===== src/rtl/uart_mem_bridge_pkg.sv =====
// Shared command/response codes and state encodings for the uart memory bridge.
package uart_mem_bridge_pkg;

  localparam logic [7:0] CMD_WRITE = 8'h01;
  localparam logic [7:0] CMD_READ  = 8'h02;
  localparam logic [7:0] RSP_ACK   = 8'h06;
  localparam logic [7:0] RSP_NAK   = 8'h15;

  typedef enum logic [2:0] {
    StIdle,
    StAddr,
    StData,
    StWrite,
    StRead,
    StRlatch,
    StResp
  } state_e;

  typedef enum logic [1:0] {
    TxIdle,
    TxWait,
    TxArm,
    TxDrain
  } tx_state_e;

endpackage


===== src/rtl/uart_mem_bridge_resp_tx.sv =====
// Response sender: takes up to DATA_WIDTH/8 bytes (MSB first) and feeds them to the uart
// transmitter one at a time using the start/busy handshake, then pulses done.
module uart_mem_bridge_resp_tx
  import uart_mem_bridge_pkg::*;
#(
  parameter int unsigned DATA_WIDTH = 32,
  parameter int unsigned CNT_W      = 3
) (
  input  logic                  clk,
  input  logic                  reset,
  input  logic                  load,
  input  logic [DATA_WIDTH-1:0] load_data,
  input  logic [CNT_W-1:0]      load_count,
  input  logic                  tx_busy,
  output logic                  tx_start,
  output logic [7:0]            tx_data,
  output logic                  done
);

  tx_state_e             state_q, state_d;
  logic [DATA_WIDTH-1:0] sh_q, sh_d;
  logic [CNT_W-1:0]      rem_q, rem_d;
  logic [7:0]            tx_data_q, tx_data_d;
  logic                  tx_start_q, tx_start_d;

  logic [DATA_WIDTH-1:0] src;
  logic [CNT_W-1:0]      src_rem;
  logic                  issue;

  always_ff @(posedge clk) begin
    if (reset) begin
      state_q    <= TxIdle;
      sh_q       <= '0;
      rem_q      <= '0;
      tx_data_q  <= '0;
      tx_start_q <= 1'b0;
    end else begin
      state_q    <= state_d;
      sh_q       <= sh_d;
      rem_q      <= rem_d;
      tx_data_q  <= tx_data_d;
      tx_start_q <= tx_start_d;
    end
  end

  always_comb begin
    state_d    = state_q;
    sh_d       = sh_q;
    rem_d      = rem_q;
    tx_data_d  = tx_data_q;
    tx_start_d = 1'b0;
    done       = 1'b0;
    src        = sh_q;
    src_rem    = rem_q;
    issue      = 1'b0;

    unique case (state_q)
      TxIdle: begin
        if (load) begin
          // A fresh load can go straight out if the uart is free, saving a cycle.
          src     = load_data;
          src_rem = load_count;
          sh_d    = load_data;
          rem_d   = load_count;
          state_d = TxWait;
          issue   = !tx_busy;
        end
      end
      TxWait: issue = !tx_busy;
      // The uart raises busy only a cycle after seeing start, so busy is ignored here.
      TxArm: state_d = TxDrain;
      TxDrain: begin
        if (!tx_busy) begin
          if (rem_q == '0) begin
            done    = 1'b1;
            state_d = TxIdle;
          end else begin
            issue = 1'b1;
          end
        end
      end
    endcase

    if (issue) begin
      tx_data_d  = src[DATA_WIDTH-1 -: 8];
      sh_d       = src << 8;
      rem_d      = src_rem - CNT_W'(1);
      tx_start_d = 1'b1;
      state_d    = TxArm;
    end
  end

  assign tx_start = tx_start_q;
  assign tx_data  = tx_data_q;

endmodule


===== src/rtl/uart_mem_bridge.sv =====
// Host-packet parser: turns uart rx bytes into single-word memory writes/reads and
// returns ACK/NAK or read data through the uart transmitter.
module uart_mem_bridge
  import uart_mem_bridge_pkg::*;
#(
  parameter int unsigned ADDR_WIDTH     = 16,
  parameter int unsigned DATA_WIDTH     = 32,
  parameter int unsigned TIMEOUT_CYCLES = 5000000
) (
  input  logic                  clk,
  input  logic                  reset,
  input  logic [7:0]            rx_data,
  input  logic                  rx_re,
  input  logic                  tx_busy,
  output logic                  tx_start,
  output logic [7:0]            tx_data,
  output logic [ADDR_WIDTH-1:0] mem_addr,
  output logic [DATA_WIDTH-1:0] mem_wdata,
  output logic                  mem_we,
  output logic                  mem_re,
  input  logic [DATA_WIDTH-1:0] mem_rdata,
  output logic                  overrun
);

  localparam int unsigned ADDR_BYTES = ADDR_WIDTH / 8;
  localparam int unsigned DATA_BYTES = DATA_WIDTH / 8;
  localparam int unsigned MAX_BYTES  = (ADDR_BYTES > DATA_BYTES) ? ADDR_BYTES : DATA_BYTES;
  localparam int unsigned BC_W       = $clog2(MAX_BYTES + 1);
  localparam int unsigned CNT_W      = $clog2(DATA_BYTES + 1);
  localparam int unsigned TMO_W      = $clog2(TIMEOUT_CYCLES + 1);

  state_e                state_q, state_d;
  logic                  rx_re_q;
  logic [BC_W-1:0]       bcnt_q, bcnt_d;
  logic                  is_write_q, is_write_d;
  logic [ADDR_WIDTH-1:0] addr_q, addr_d;
  logic [DATA_WIDTH-1:0] wdata_q, wdata_d;
  logic [TMO_W-1:0]      tmo_q, tmo_d;
  logic                  overrun_q, overrun_d;

  logic                  byte_evt;
  logic                  in_pkt;
  logic                  expire;
  logic                  busy_state;
  logic                  load;
  logic [DATA_WIDTH-1:0] load_data;
  logic [CNT_W-1:0]      load_count;
  logic                  done;

  assign byte_evt   = rx_re & ~rx_re_q;
  assign in_pkt     = (state_q == StAddr) || (state_q == StData);
  assign expire     = in_pkt && (tmo_q == TMO_W'(TIMEOUT_CYCLES - 1));
  assign busy_state = (state_q == StWrite) || (state_q == StRead) ||
                      (state_q == StRlatch) || (state_q == StResp);

  always_ff @(posedge clk) begin
    if (reset) begin
      state_q    <= StIdle;
      rx_re_q    <= 1'b0;
      bcnt_q     <= '0;
      is_write_q <= 1'b0;
      addr_q     <= '0;
      wdata_q    <= '0;
      tmo_q      <= '0;
      overrun_q  <= 1'b0;
    end else begin
      state_q    <= state_d;
      rx_re_q    <= rx_re;
      bcnt_q     <= bcnt_d;
      is_write_q <= is_write_d;
      addr_q     <= addr_d;
      wdata_q    <= wdata_d;
      tmo_q      <= tmo_d;
      overrun_q  <= overrun_d;
    end
  end

  always_comb begin
    state_d    = state_q;
    bcnt_d     = bcnt_q;
    is_write_d = is_write_q;
    addr_d     = addr_q;
    wdata_d    = wdata_q;
    overrun_d  = overrun_q;
    load       = 1'b0;
    load_data  = '0;
    load_count = '0;
    mem_we     = 1'b0;
    mem_re     = 1'b0;
    tmo_d      = (byte_evt || !in_pkt) ? '0 : tmo_q + TMO_W'(1);

    case (state_q)
      StIdle: begin
        if (byte_evt) begin
          bcnt_d = '0;
          if (rx_data == CMD_WRITE || rx_data == CMD_READ) begin
            is_write_d = (rx_data == CMD_WRITE);
            state_d    = StAddr;
          end else begin
            load       = 1'b1;
            load_data  = DATA_WIDTH'(RSP_NAK) << (DATA_WIDTH - 8);
            load_count = CNT_W'(1);
            state_d    = StResp;
          end
        end
      end
      StAddr: begin
        // Timeout takes priority over a coincident byte, which is then dropped.
        if (expire) begin
          overrun_d = 1'b1;
          state_d   = StIdle;
        end else if (byte_evt) begin
          addr_d = ADDR_WIDTH'({addr_q, rx_data});
          if (bcnt_q == BC_W'(ADDR_BYTES - 1)) begin
            bcnt_d  = '0;
            state_d = is_write_q ? StData : StRead;
          end else begin
            bcnt_d = bcnt_q + BC_W'(1);
          end
        end
      end
      StData: begin
        if (expire) begin
          overrun_d = 1'b1;
          state_d   = StIdle;
        end else if (byte_evt) begin
          wdata_d = DATA_WIDTH'({wdata_q, rx_data});
          if (bcnt_q == BC_W'(DATA_BYTES - 1)) begin
            bcnt_d  = '0;
            state_d = StWrite;
          end else begin
            bcnt_d = bcnt_q + BC_W'(1);
          end
        end
      end
      StWrite: begin
        mem_we     = 1'b1;
        load       = 1'b1;
        load_data  = DATA_WIDTH'(RSP_ACK) << (DATA_WIDTH - 8);
        load_count = CNT_W'(1);
        state_d    = StResp;
      end
      StRead: begin
        mem_re  = 1'b1;
        state_d = StRlatch;
      end
      StRlatch: begin
        load       = 1'b1;
        load_data  = mem_rdata;
        load_count = CNT_W'(DATA_BYTES);
        state_d    = StResp;
      end
      StResp: begin
        if (done) state_d = StIdle;
      end
      default: state_d = StIdle;
    endcase

    if (byte_evt && busy_state) overrun_d = 1'b1;
  end

  uart_mem_bridge_resp_tx #(
    .DATA_WIDTH (DATA_WIDTH),
    .CNT_W      (CNT_W)
  ) u_resp_tx (
    .clk        (clk),
    .reset      (reset),
    .load       (load),
    .load_data  (load_data),
    .load_count (load_count),
    .tx_busy    (tx_busy),
    .tx_start   (tx_start),
    .tx_data    (tx_data),
    .done       (done)
  );

  assign mem_addr  = addr_q;
  assign mem_wdata = wdata_q;
  assign overrun   = overrun_q;

endmodule

===== config.mk =====
export PLATFORM = sky130hd
export DESIGN_NAME = uart_mem_bridge
export DESIGN_NICKNAME = d
export VERILOG_FILES = /design/src/rtl/uart_mem_bridge_pkg.sv /design/src/rtl/uart_mem_bridge_resp_tx.sv /design/src/rtl/uart_mem_bridge.sv
export SDC_FILE = /design/constraint.sdc
export NUM_CORES = 1
export LEC_CHECK = 0
export ABC_AREA = 0
export ABC_CLOCK_PERIOD_IN_PS = 3600
export BUFFER_PORTS_ARGS = -buffer_cell sky130_fd_sc_hd__buf_4
export CAP_MARGIN = 20
export CORE_MARGIN = 5
export CORE_UTILIZATION = 59
export DETAILED_ROUTE_END_ITERATION = 12
export GPL_ROUTABILITY_DRIVEN = 0
export GPL_TIMING_DRIVEN = 0
export PLACE_DENSITY_LB_ADDON = 0.05
export RECOVER_POWER = 25
export SETUP_SLACK_MARGIN = 0.2
export SLEW_MARGIN = 5
export SYNTH_ARGS = -nofsm -noshare
export SYNTH_HDL_FRONTEND = slang
export SYNTH_SLANG_ARGS = --single-unit

===== constraint.sdc =====
create_clock -name clk -period 3.6 [get_ports clk]
set_input_delay 0.36 -clock clk [delete_from_list [all_inputs] [get_ports clk]]
set_output_delay 0.36 -clock clk [all_outputs]
set_load 0.02 [all_outputs]

# == Word-level counts from Yosys, hierarchy flattened ==
# Cells that the tools add are included.
# totals
output_inout_bits,60
n_memories,0
ff_bits,126
latch_bits,0
ram_bits,0
rom_bits,0
# classes
mux,52
n_addsub,3
magnitude_cmp,0
multipliers,0
n_div,0
n_eq_ne,30
n_shift,0
n_reduce_logical,30
n_bitwise,3
# ops
cell,count
32-bit 2-to-1 mux,3
32-bit case mux with 3 select lines,1
3-bit 2-to-1 mux,20
29-bit 2-to-1 mux,2
"23-bit by 1-bit adder with 23-bit output, second input constant",1
"23-bit == test, second input constant",1
3-bit case mux with 3 select lines,2
3-bit case mux with 6 select lines,1
1-bit 2-to-1 mux,16
"2-bit != test, second input constant",8
"3-bit by 2-bit != test with 1-bit output, second input constant",4
6-bit AND reduction,2
"3-bit by 2-bit == test with 1-bit output, second input constant",3
"3-bit == test, second input constant",3
3-bit AND reduction,3
"8-bit by 1-bit == test with 1-bit output, second input constant",1
"8-bit by 2-bit == test with 1-bit output, second input constant",1
2-bit 2-to-1 mux,4
4-bit AND reduction,2
2-bit OR reduction,4
"3-bit by 1-bit == test with 1-bit output, second input constant",2
3-bit zero test,2
1-bit logical OR,6
"3-bit != test, second input constant",2
18 further kinds,24

# == Depth between registers and ports, before layout ==
# Gate-level depths: netlist of the first run.
# logic_depth
ltp_word,9
mapped_depth,11
depth_no_buf,10

# == By module ==
# Synthesis of the first run repeated with hierarchy kept, for this count alone.
# hier_totals
cells_unflattened,651
hier_area_um2,6008.3
# by_module_without_submodules
module,seq_area_each_um2,area_each_um2,cells_per_inst,instances
uart_mem_bridge,1601.5,3749.8,425,1
uart_mem_bridge_resp_tx,920.9,2258.4,226,1

# == Worst setup path before layout of the first run ==
# No wires, ideal clock.
# synth_path
path_kind,input-to-reg
from,input rx_data[2]
to,register u_resp_tx.rem_q[2]
setup_ns,0.086
t_required_ns,3.514
arrival_time_ns,2.359
slack_ns,1.154
cell_stages,11
path_buffers,1
path_cell_list,nor4_4 and3_2 nor3b_2 nor2_2 buf_2 nand2_1 ha_1 nand2_1 nor3_1 a2111o_1 a221oi_2
# synth_between
elab_chain_len,9
word_cells_on_any_way,15
classes_between,1 x add/sub; 2 x eq/ne; 11 x mux; 1 x reduce/logical
# synth_rtl
item,line_no,source
"start, declared",uart_mem_bridge.sv:12,"input logic [7:0] rx_data,"
8-bit by 1-bit == test with 1-bit output or 8-bit by 2-bit == test with 1-bit output (tied branches),uart_mem_bridge.sv:96,if (rx_data == CMD_WRITE || rx_data == CMD_READ) begin
1-bit logical OR (*),uart_mem_bridge.sv:96,
1-bit 2-to-1 mux,uart_mem_bridge.sv:96,
1-bit 2-to-1 mux,uart_mem_bridge.sv:94,if (byte_evt) begin
3-bit case mux with 3 select lines or 1-bit case mux with 2 select lines (tied branches),uart_mem_bridge.sv:92,case (state_q)
3-bit 2-to-1 mux,n/a,
3-bit 2-to-1 mux,uart_mem_bridge_resp_tx.sv:57,unique case (state_q)
3-bit by 1-bit subtractor with 3-bit output,uart_mem_bridge_resp_tx.sv:87,rem_d = src_rem - CNT_W'(1);
3-bit 2-to-1 mux (*),uart_mem_bridge_resp_tx.sv:84,if (issue) begin
"end signal, assigned",uart_mem_bridge_resp_tx.sv:40,rem_q <= rem_d;
"end, declared",uart_mem_bridge_resp_tx.sv:22,"logic [CNT_W-1:0] rem_q, rem_d;"
# Mark *: on every way between the ends. The rest lies on a longest branch, timed or not.
# A chain may end at the register's enable or synchronous reset.

# == Final worst setup path of the first run ==
# layout_path
from,register u_resp_tx.state_q[0]
to,register u_resp_tx.rem_q[2]
# layout_between
elab_chain_len,4
word_cells_on_any_way,7
classes_between,1 x add/sub; 2 x eq/ne; 3 x mux; 1 x reduce/logical
# layout_rtl
item,line_no,source
"start, declared",uart_mem_bridge_resp_tx.sv:20,"tx_state_e state_q, state_d;"
"start signal, assigned",uart_mem_bridge_resp_tx.sv:32,state_q <= TxIdle;
"start signal, assigned",uart_mem_bridge_resp_tx.sv:38,state_q <= state_d;
2-bit zero test,uart_mem_bridge_resp_tx.sv:57,
3-bit 2-to-1 mux,uart_mem_bridge_resp_tx.sv:57,
3-bit by 1-bit subtractor with 3-bit output,uart_mem_bridge_resp_tx.sv:87,
3-bit 2-to-1 mux (*),uart_mem_bridge_resp_tx.sv:84,
# Marked as above.

==> results.txt, run 1 <==
sequential share of power = 36.7%
share of layout cells above drive strength 1 = 17.5%
VDD IR max = 0.416 mV
Final Skew = 0.00977 ns
top cells by count, synth = 126 x dfxtp_1, 89 x nand2_1, 65 x nor2_1, 44 x a21oi_1, 35 x o22ai_1
PD cells = 638 mW/mm^2
cts hold-fix bufs = 0
CTS Root Cell = clkbuf_8
Max Used Layer = met4
fin util = 75.7%
Congestion Overflow GR = 0
total CTS buffers = 17
fin crit share = 75.1%
FMAX = 370 MHz
RR Endpoint = u_resp_tx.rem_q[2]
clk_lat worst skew = 0.52 ns
Final Hold Fails = 0
Critical Path AT = 3.13 ns
die area = 0.0111 mm^2
status = finished, final reports clean
top cells by area, synth = dfxtp_1 47%, nand2_1 6.2%, nor2_1 4.6%, a21oi_1 4.1%, o22ai_1 4.1%
Ant. Diodes = 0
antenna violations before repair = 0
vias in the first global route = 4846
Gate power share = 24.5%
number of warning messages in the yosys log = 0
Yosys reg bits = 126
hold worst-path end = rx_re_q
routed wire length = 13.6 mm
sw power = 1.38 mW
number of primary I/O pins = 104
Residual DRC = 0
# port buffers = 102
Power Total = 4.25 mW
prevailing post-synth register cell = dfxtp_1
setup TNS = 0 ns
Post-synth ARST share = 0%
RSZ-0062 raised after global routing = false
post-cts gate resize count = 0
Worst Hold Launch = rx_re
critical path required time = 4.02 ns
die width = 105 um
footprint of the multi-input gates = 0.00255 mm^2
worst r2r path cells = 11
Clock Power Share = 38.8%
FF-to-FF Start = u_resp_tx.state_q[0]
# setup viols final = 0
CTS sink count = 126
Pre-antenna DRT Iters = 6
Post-Synthesis Cell Area = 0.00536 mm^2
clock buffer depth = 2
Seq/Total Area, Yosys = 47.1%
Hold Crit Class = in2reg
Yosys top cell area share = 47.1%
initial drt markers = 330
FF+latch area = 0.00252 mm^2
die extent in y = 105 um
crit path launch type = flip-flop
r2r setup slk = 0.90 ns
routed wl met3 = 877 um
TritonCTS clock tree = yes
fillers = 693
worst-path fanout max = 10
max_cap viols = 0
critical path type = reg2reg
crit end category = flip-flop
Post-CTS Setup Inserts = 0
Avg Inst Size Synth = 8.83 um^2
Initial Utilization = 60.8%
M1 wire length = 5.71 mm
cell taking the most area after synthesis = dfxtp_1
first-pass GRT wire length = 22.8 mm
metal2 WL = 6.60 mm
largest net degree at the start of global routing = 17
H-tree depth = 4
Syn Nets = 662
Reg clk slew, reported paths = 0.06 ns
relative slew slack = 60.8%
Hold Path Stages = 2
core area = 0.00881 mm^2
GRT Resource Usage Total = 24.9%
count leader, synth = dfxtp_1
Area growth syn-to-layout = 24.4%
ANT nets after route = 0
Yosys cell types = 65
Final WS setup = 0.895 ns
pre-CTS WS = 0.652 ns
number of synthesized flops with an enable pin = 0
Pleak = 2.55 nW
Final nets = 783
Cell Rows = 34
Post-DP HPWL = 9.83 mm
post-route minimum period = 2.70 ns
cell internal pwr = 2.88 mW
Slew @ Worst Pin = 0.589 ns
Cells after Synth = 607
Max Transition Viols Final = 0
switching share of total power = 32.4%
drt via density = 5.76
total number of vias = 4889
DR WL/cell = 16.0 um
-- final cells by class --
type | instances | share of cell area [%]
Multi-Input combinational cell | 424 | 38.3
Sequential cell | 126 | 37.8
Timing Repair Buffer | 102 | 9.07
Clock buffer | 18 | 6.27
Buffer | 36 | 2.98
Clock inverter | 14 | 2.35
Tap cell | 108 | 2.03
Inverter | 21 | 1.18
-- state kept, by name, indices dropped and copies added (netlist names) --
register	cells
mem_wdata	32
u_resp_tx.sh_q	32
tmo_q	23
mem_addr	16
u_resp_tx.tx_data	8
bcnt_q	3
state_q	3
u_resp_tx.rem_q	3
u_resp_tx.state_q	2
is_write_q	1
overrun	1
rx_re_q	1
u_resp_tx.tx_start	1
-- how the worst max path moves through the flow --
stage	start	to	slack [ns]
after floorplan	rx_data[2]	u_resp_tx.rem_q[2]	1.15
after global placement	rx_data[2]	u_resp_tx.rem_q[2]	0.73
after detailed placement	rx_data[2]	u_resp_tx.rem_q[2]	0.65
after CTS	u_resp_tx.state_q[0]	u_resp_tx.rem_q[2]	0.91
after global routing	state_q[1]	u_resp_tx.rem_q[2]	0.71
final	u_resp_tx.state_q[0]	u_resp_tx.rem_q[2]	0.90
-- critical path: stages (launching register included) --
cell      delay [ns]
dfxtp_1         0.40
inv_1           0.08
ha_1            0.25
nor3b_2         0.20
nor2_2          0.27
buf_2           0.30
nand2_1         0.11
ha_1            0.20
nand2_1         0.14
nor3_1          0.07
a2111o_1        0.41
a221oi_2        0.18
-- metal layers --
layer | GRT usage [%] | vias up
met5 | 0 | -
met4 | 10.6 | 0
met3 | 6.30 | 32
met2 | 41.1 | 184
met1 | 31.1 | 2292
li1 | - | 2381
-- cells by family after synthesis --
| kind of cell | Yosys count | synth area share (%) |
|---|---|---|
| AO/OA/AOI/OAI | 146 | 17.6 |
| XOR/XNOR | 21 | 3.43 |
| adder cells (fa/ha/maj) | 11 | 2.57 |
| buffers and inverters | 57 | 5.18 |
| flip-flops | 126 | 47.1 |
| multiplexers | 18 | 3.36 |
| AND/OR/NAND/NOR | 228 | 20.7 |
-- cells in the final DEF (no fill, tap or decap), types with 3 or more instances in the layout --
master      count
o211ai_1        6
and3_1          5
mux2i_1        18
inv_6           5
xor2_1         10
nor2b_1         5
buf_6           3
a22oi_1        26
nand2b_1       10
nand2_1        89
clkinvlp_4      3
nor3_1          8
a211oi_1        3
nand4_1         6
clkbuf_1       57
clkbuf_16      16
nor2_1         65
a21oi_1        44
xnor2_1        11
buf_4          61
ha_1           11
buf_2          14
dfxtp_1       126
o21ai_0        12
a31oi_1         4
buf_1           3
inv_1          20
or3_1           6
nor4_1          3
o22ai_1        35
nand3_1        10
-- per-stage QoR --
stage	area, um^2	hold slack, ns	instances
after floorplan	5360	0.430	607
after global placement	6260	0.442	817
after detailed placement	6260	0.450	817
after CTS	6830	0.0727	849
after global routing	6670	0.0972	849
final	6670	0.0881	849
-- power by group through the flow --
stage	clock network (mW)	logic [mW]	registers [mW]
floorplan	0	0.729	1.61
global placement	0	1.01	1.59
detailed placement	0	1.04	1.59
CTS	1.67	1.05	1.56
global route	1.74	1.14	1.57
finish	1.65	1.04	1.56
Note: power is estimated with default switching activity, not from simulation.
==> run 2: changes to the inputs <==
- ABC_AREA: 0 -> 1
- ABC_CLOCK_PERIOD_IN_PS: 3600 -> 2700
- CORE_UTILIZATION: 59 -> 55
- clock period: 3.6 -> 2.7 ns (I/O delays scaled with it)
==> results.txt, run 2 <==
status = finished, final reports clean (unchanged)
Slew @ Worst Pin = 0.560 ns (was 0.589 ns)
Final Skew = 0.00598 ns (was 0.00977 ns)
worst r2r path cells = 10 (was 11)
antenna violations before repair = 0 (unchanged)
Yosys cell types = 33 (was 65)
post-cts gate resize count = 0 (unchanged)
Pleak = 3.03 nW (was 2.55 nW)
worst-path fanout max = 10 (unchanged)
relative slew slack = 62.4% (was 60.8%)
routed wire length = 14.2 mm (was 13.6 mm)
Gate power share = 25.6% (was 24.5%)
critical path required time = 3.14 ns (was 4.02 ns)
grt met1 use = 29.0% (was 31.1%)
hold worst-path end = u_resp_tx.sh_q[4] (was rx_re_q)
total number of vias = 5368 (was 4889)
fillers = 866 (was 693)
largest family of logic cells by synthesized area = simple AND/OR/NAND/NOR gates (unchanged)
Hold Path Stages = 3 (was 2)
TritonCTS clock tree = yes (unchanged)
post-synthesis compound-gate area fraction = 14.4% (was 17.6%)
Crit path max-delay family = simple AND/OR/NAND/NOR gates (unchanged)
Post-synth ARST share = 0% (unchanged)
Post-Synthesis Cell Area = 0.00558 mm^2 (was 0.00536 mm^2)
RR Endpoint = mem_addr[8] (was u_resp_tx.rem_q[2])
Max Transition Viols Final = 0 (unchanged)
critical path's largest stage delay = 0.35 ns (was 0.41 ns)
crit end category = flip-flop (unchanged)
first-pass GRT wire length = 23.9 mm (was 22.8 mm)
most common cell after layout, fill and taps aside = nand2_1 (was dfxtp_1)
FMAX = 485 MHz (was 370 MHz)
GR Layer Usage met2 = 40.0% (was 41.1%)
Congestion Overflow GR = 0 (unchanged)
share of layout cells above drive strength 1 = 15.0% (was 17.5%)
cell internal pwr = 4.18 mW (was 2.88 mW)
VDD IR max = 0.604 mV (was 0.416 mV)
die extent in y = 111 um (was 105 um)
Hold Crit Class = in2reg (unchanged)
Clock Power Share = 38.0% (was 38.8%)
vias in the first global route = 5187 (was 4846)
switching share of total power = 32.7% (was 32.4%)
Final Hold Fails = 0 (unchanged)
Final WS setup = 0.639 ns (was 0.895 ns)
final instance area = 0.00698 mm^2 (was 0.00667 mm^2)
fin crit share = 76.3% (was 75.1%)
crit path launch type = flip-flop (unchanged)
prevailing post-synth register cell = dfxtp_1 (unchanged)
Residual DRC = 0 (unchanged)
PD cells = 890 mW/mm^2 (was 638 mW/mm^2)
top cells by count, synth = 233 x nand2_1, 126 x dfxtp_1, 102 x inv_1, 75 x a21oi_1, 75 x o21ai_0 (was 126 x dfxtp_1, 89 x nand2_1, 65 x nor2_1, 44 x a21oi_1, 35 x o22ai_1)
core area = 0.00982 mm^2 (was 0.00881 mm^2)
number of primary I/O pins = 104 (unchanged)
GR peak layer = met2 (unchanged)
r2r setup slk = 0.64 ns (was 0.90 ns)
critical path's slowest cell = dfxtp_1 (was a2111o_1)
Seq/Total Area, Yosys = 45.2% (was 47.1%)
Initial Utilization = 56.9% (was 60.8%)
met3 GRT Util = 6.39% (was 6.30%)
DR WL/cell = 13.4 um (was 16.0 um)
RSZ-0062 raised after global routing = false (unchanged)
Ant. Diodes = 0 (unchanged)
cell taking the most area after synthesis = dfxtp_1 (unchanged)
Reg clk slew, reported paths = 0.06 ns (about the same)
FF-to-FF Start = tmo_q[0] (was u_resp_tx.state_q[0])
pre-CTS WS = 0.674 ns (was 0.652 ns)
sequential share of power = 36.4% (was 36.7%)
Synth Area in Adders = 2.47% (was 2.57%)
most frequent cells in the layout = 233 x nand2_1, 126 x dfxtp_1, 102 x inv_1 (was 126 x dfxtp_1, 89 x nand2_1, 65 x nor2_1)
simple-gate share of the synthesized area = 27.3% (was 20.7%)
total CTS buffers = 17 (unchanged)
Yosys reg bits = 126 (unchanged)
Avg Inst Size Synth = 7.05 um^2 (was 8.83 um^2)
CTS sink count = 126 (unchanged)
clock buffer depth = 2 (unchanged)
max_cap viols = 0 (unchanged)
post-synthesis xor/xnor area fraction = 0.628% (was 3.43%)
Cells after Synth = 792 (was 607)
crit-path cells = ha_1, nand2_1, nor2_2, nand2_1, nor2_1, nand3_2, nand3_1, buf_2, o21ai_0, a21oi_1 (was inv_1, ha_1, nor3b_2, nor2_2, buf_2, nand2_1, ha_1, nand2_1, nor3_1, a2111o_1, a221oi_2)
Worst Hold Launch = mem_rdata[4] (was rx_re)
Post-CTS Setup Inserts = 0 (unchanged)
placed inst area = 0.00652 mm^2 (was 0.00626 mm^2)
Final nets = 969 (was 783)
Cell Rows = 36 (was 34)
die width = 111 um (was 105 um)
Area growth syn-to-layout = 25.0% (was 24.4%)
Pre-antenna DRT Iters = 5 (was 6)
GRT Resource Usage Total = 23.5% (was 24.9%)
critical path type = reg2reg (unchanged)
Post-DP HPWL = 10.3 mm (was 9.83 mm)
post-route minimum period = 2.06 ns (was 2.70 ns)
Worst Path Buf+Inv = 1 (was 2)
sw power = 2.03 mW (was 1.38 mW)
# setup viols final = 0 (unchanged)
H-tree depth = 4 (unchanged)
Yosys top cell area share = 45.2% (was 47.1%)
most frequent CP cell = nand2_1
Syn Nets = 847 (was 662)
setup TNS = 0 ns (unchanged)
die area = 0.0123 mm^2 (was 0.0111 mm^2)
largest net degree at the start of global routing = 17 (unchanged)
CTS Root Cell = clkbuf_8 (unchanged)
drt via density = 5.06 (was 5.76)
clk_lat worst skew = 0.52 ns (about the same)
number of warning messages in the yosys log = 0 (unchanged)
top cells by area, synth = dfxtp_1 45%, nand2_1 16%, inv_1 6.9%, a21oi_1 6.7%, o21ai_0 6.7% (was dfxtp_1 47%, nand2_1 6.2%, nor2_1 4.6%, a21oi_1 4.1%, o22ai_1 4.1%)
mux cell area share after synthesis = 0% (was 3.36%)
number of synthesized flops with an enable pin = 0 (unchanged)
# port buffers = 102 (unchanged)
Critical Path AT = 2.50 ns (was 3.13 ns)
count leader, synth = nand2_1 (was dfxtp_1)
initial drt markers = 315 (was 330)
ANT nets after route = 0 (unchanged)
[run 2: changes by cell type after synthesis, moves of 10 or more]
cell      before  now
nand3_1       10   21
o22ai_1       35    0
a21oi_1       44   75
nand2b_1      10    0
o21ai_0       12   75
a22oi_1       26    1
xnor2_1       11    0
nor2_1        65   48
inv_1         20  102
nand2_1       89  233
mux2i_1       18    0
[run 2: routing by layer]
| metal | part of all wire [%] | vias up |
|---|---|---|
| met4 | 1.4 | 0 |
| met3 | 5.1 | 25 |
| met2 | 50 | 133 |
| li1 | - | 2748 |
| met5 | 0 | - |
| met1 | 44 | 2462 |
[run 2: per-stage QoR]
step	hold slack, ns	total power, mW	std cells	util (%)
final	0.0317	6.21	1060	71.0
after global routing	0.0288	6.56	1060	71.0
after CTS	0.00998	6.31	1060	72.8
after detailed placement	0.436	3.93	1027	66.3
after global placement	0.429	3.87	1027	66.3
after floorplan	0.404	3.38	792	-
[run 2: what timing repair did]
item | CTS | global route
hold endpoints to repair | 1 | 0
setup endpoints to repair | 0 | 0
hold buffers | 1 | 0
[run 2: worst reg2reg max path: cells and delay by family, from the launching register on]
kind / cells / cell delay [ns]
AOI/OAI and AO/OA: 2 / 0.31
adders and majority gates: 1 / 0.17
buffers and inverters: 1 / 0.21
DFF: 1 / 0.35
and+or+nand+nor: 6 / 0.95
[run 2: area by class of cell]
| class | instances | area (um^2) | area share [%] |
|---|---|---|---|
| Sequential cell | 126 | 2520 | 36.2 |
| Multi-Input combinational cell | 527 | 2500 | 35.8 |
| Timing Repair Buffer | 103 | 607 | 8.70 |
| Clock buffer | 20 | 455 | 6.53 |
| Inverter | 108 | 405 | 5.81 |
| Tap cell | 133 | 166 | 2.39 |
| Clock inverter | 12 | 165 | 2.37 |
| Buffer | 31 | 156 | 2.24 |
[run 2: how the worst max path moves through the flow]
stage / from / endpoint / slack (ns) / depth (start not counted)
floorplan: rx_data[2] / u_resp_tx.rem_q[2] / 1.01 / 13
global placement: rx_data[2] / u_resp_tx.rem_q[2] / 0.67 / 14
detailed placement: rx_data[2] / u_resp_tx.rem_q[2] / 0.67 / 14
CTS: tmo_q[0] / mem_addr[8] / 0.63 / 10
global route: tmo_q[0] / mem_addr[8] / 0.37 / 10
finish: tmo_q[0] / mem_addr[8] / 0.64 / 10
[run 2: power groups by stage]
stage | logic [mW] | clock network [mW] | registers (mW)
after detailed placement | 1.64 | 0 | 2.29
after global routing | 1.79 | 2.49 | 2.28
after CTS | 1.66 | 2.39 | 2.26
final | 1.59 | 2.36 | 2.26
after global placement | 1.59 | 0 | 2.28
after floorplan | 0.978 | 0 | 2.40
[run 2: logic make-up after synthesis]
family	Yosys count
XOR/XNOR	4
adder cells (fa/ha/maj)	11
flip-flops	126
AO/OA/AOI/OAI	158
buffers and inverters	139
AND/OR/NAND/NOR	354
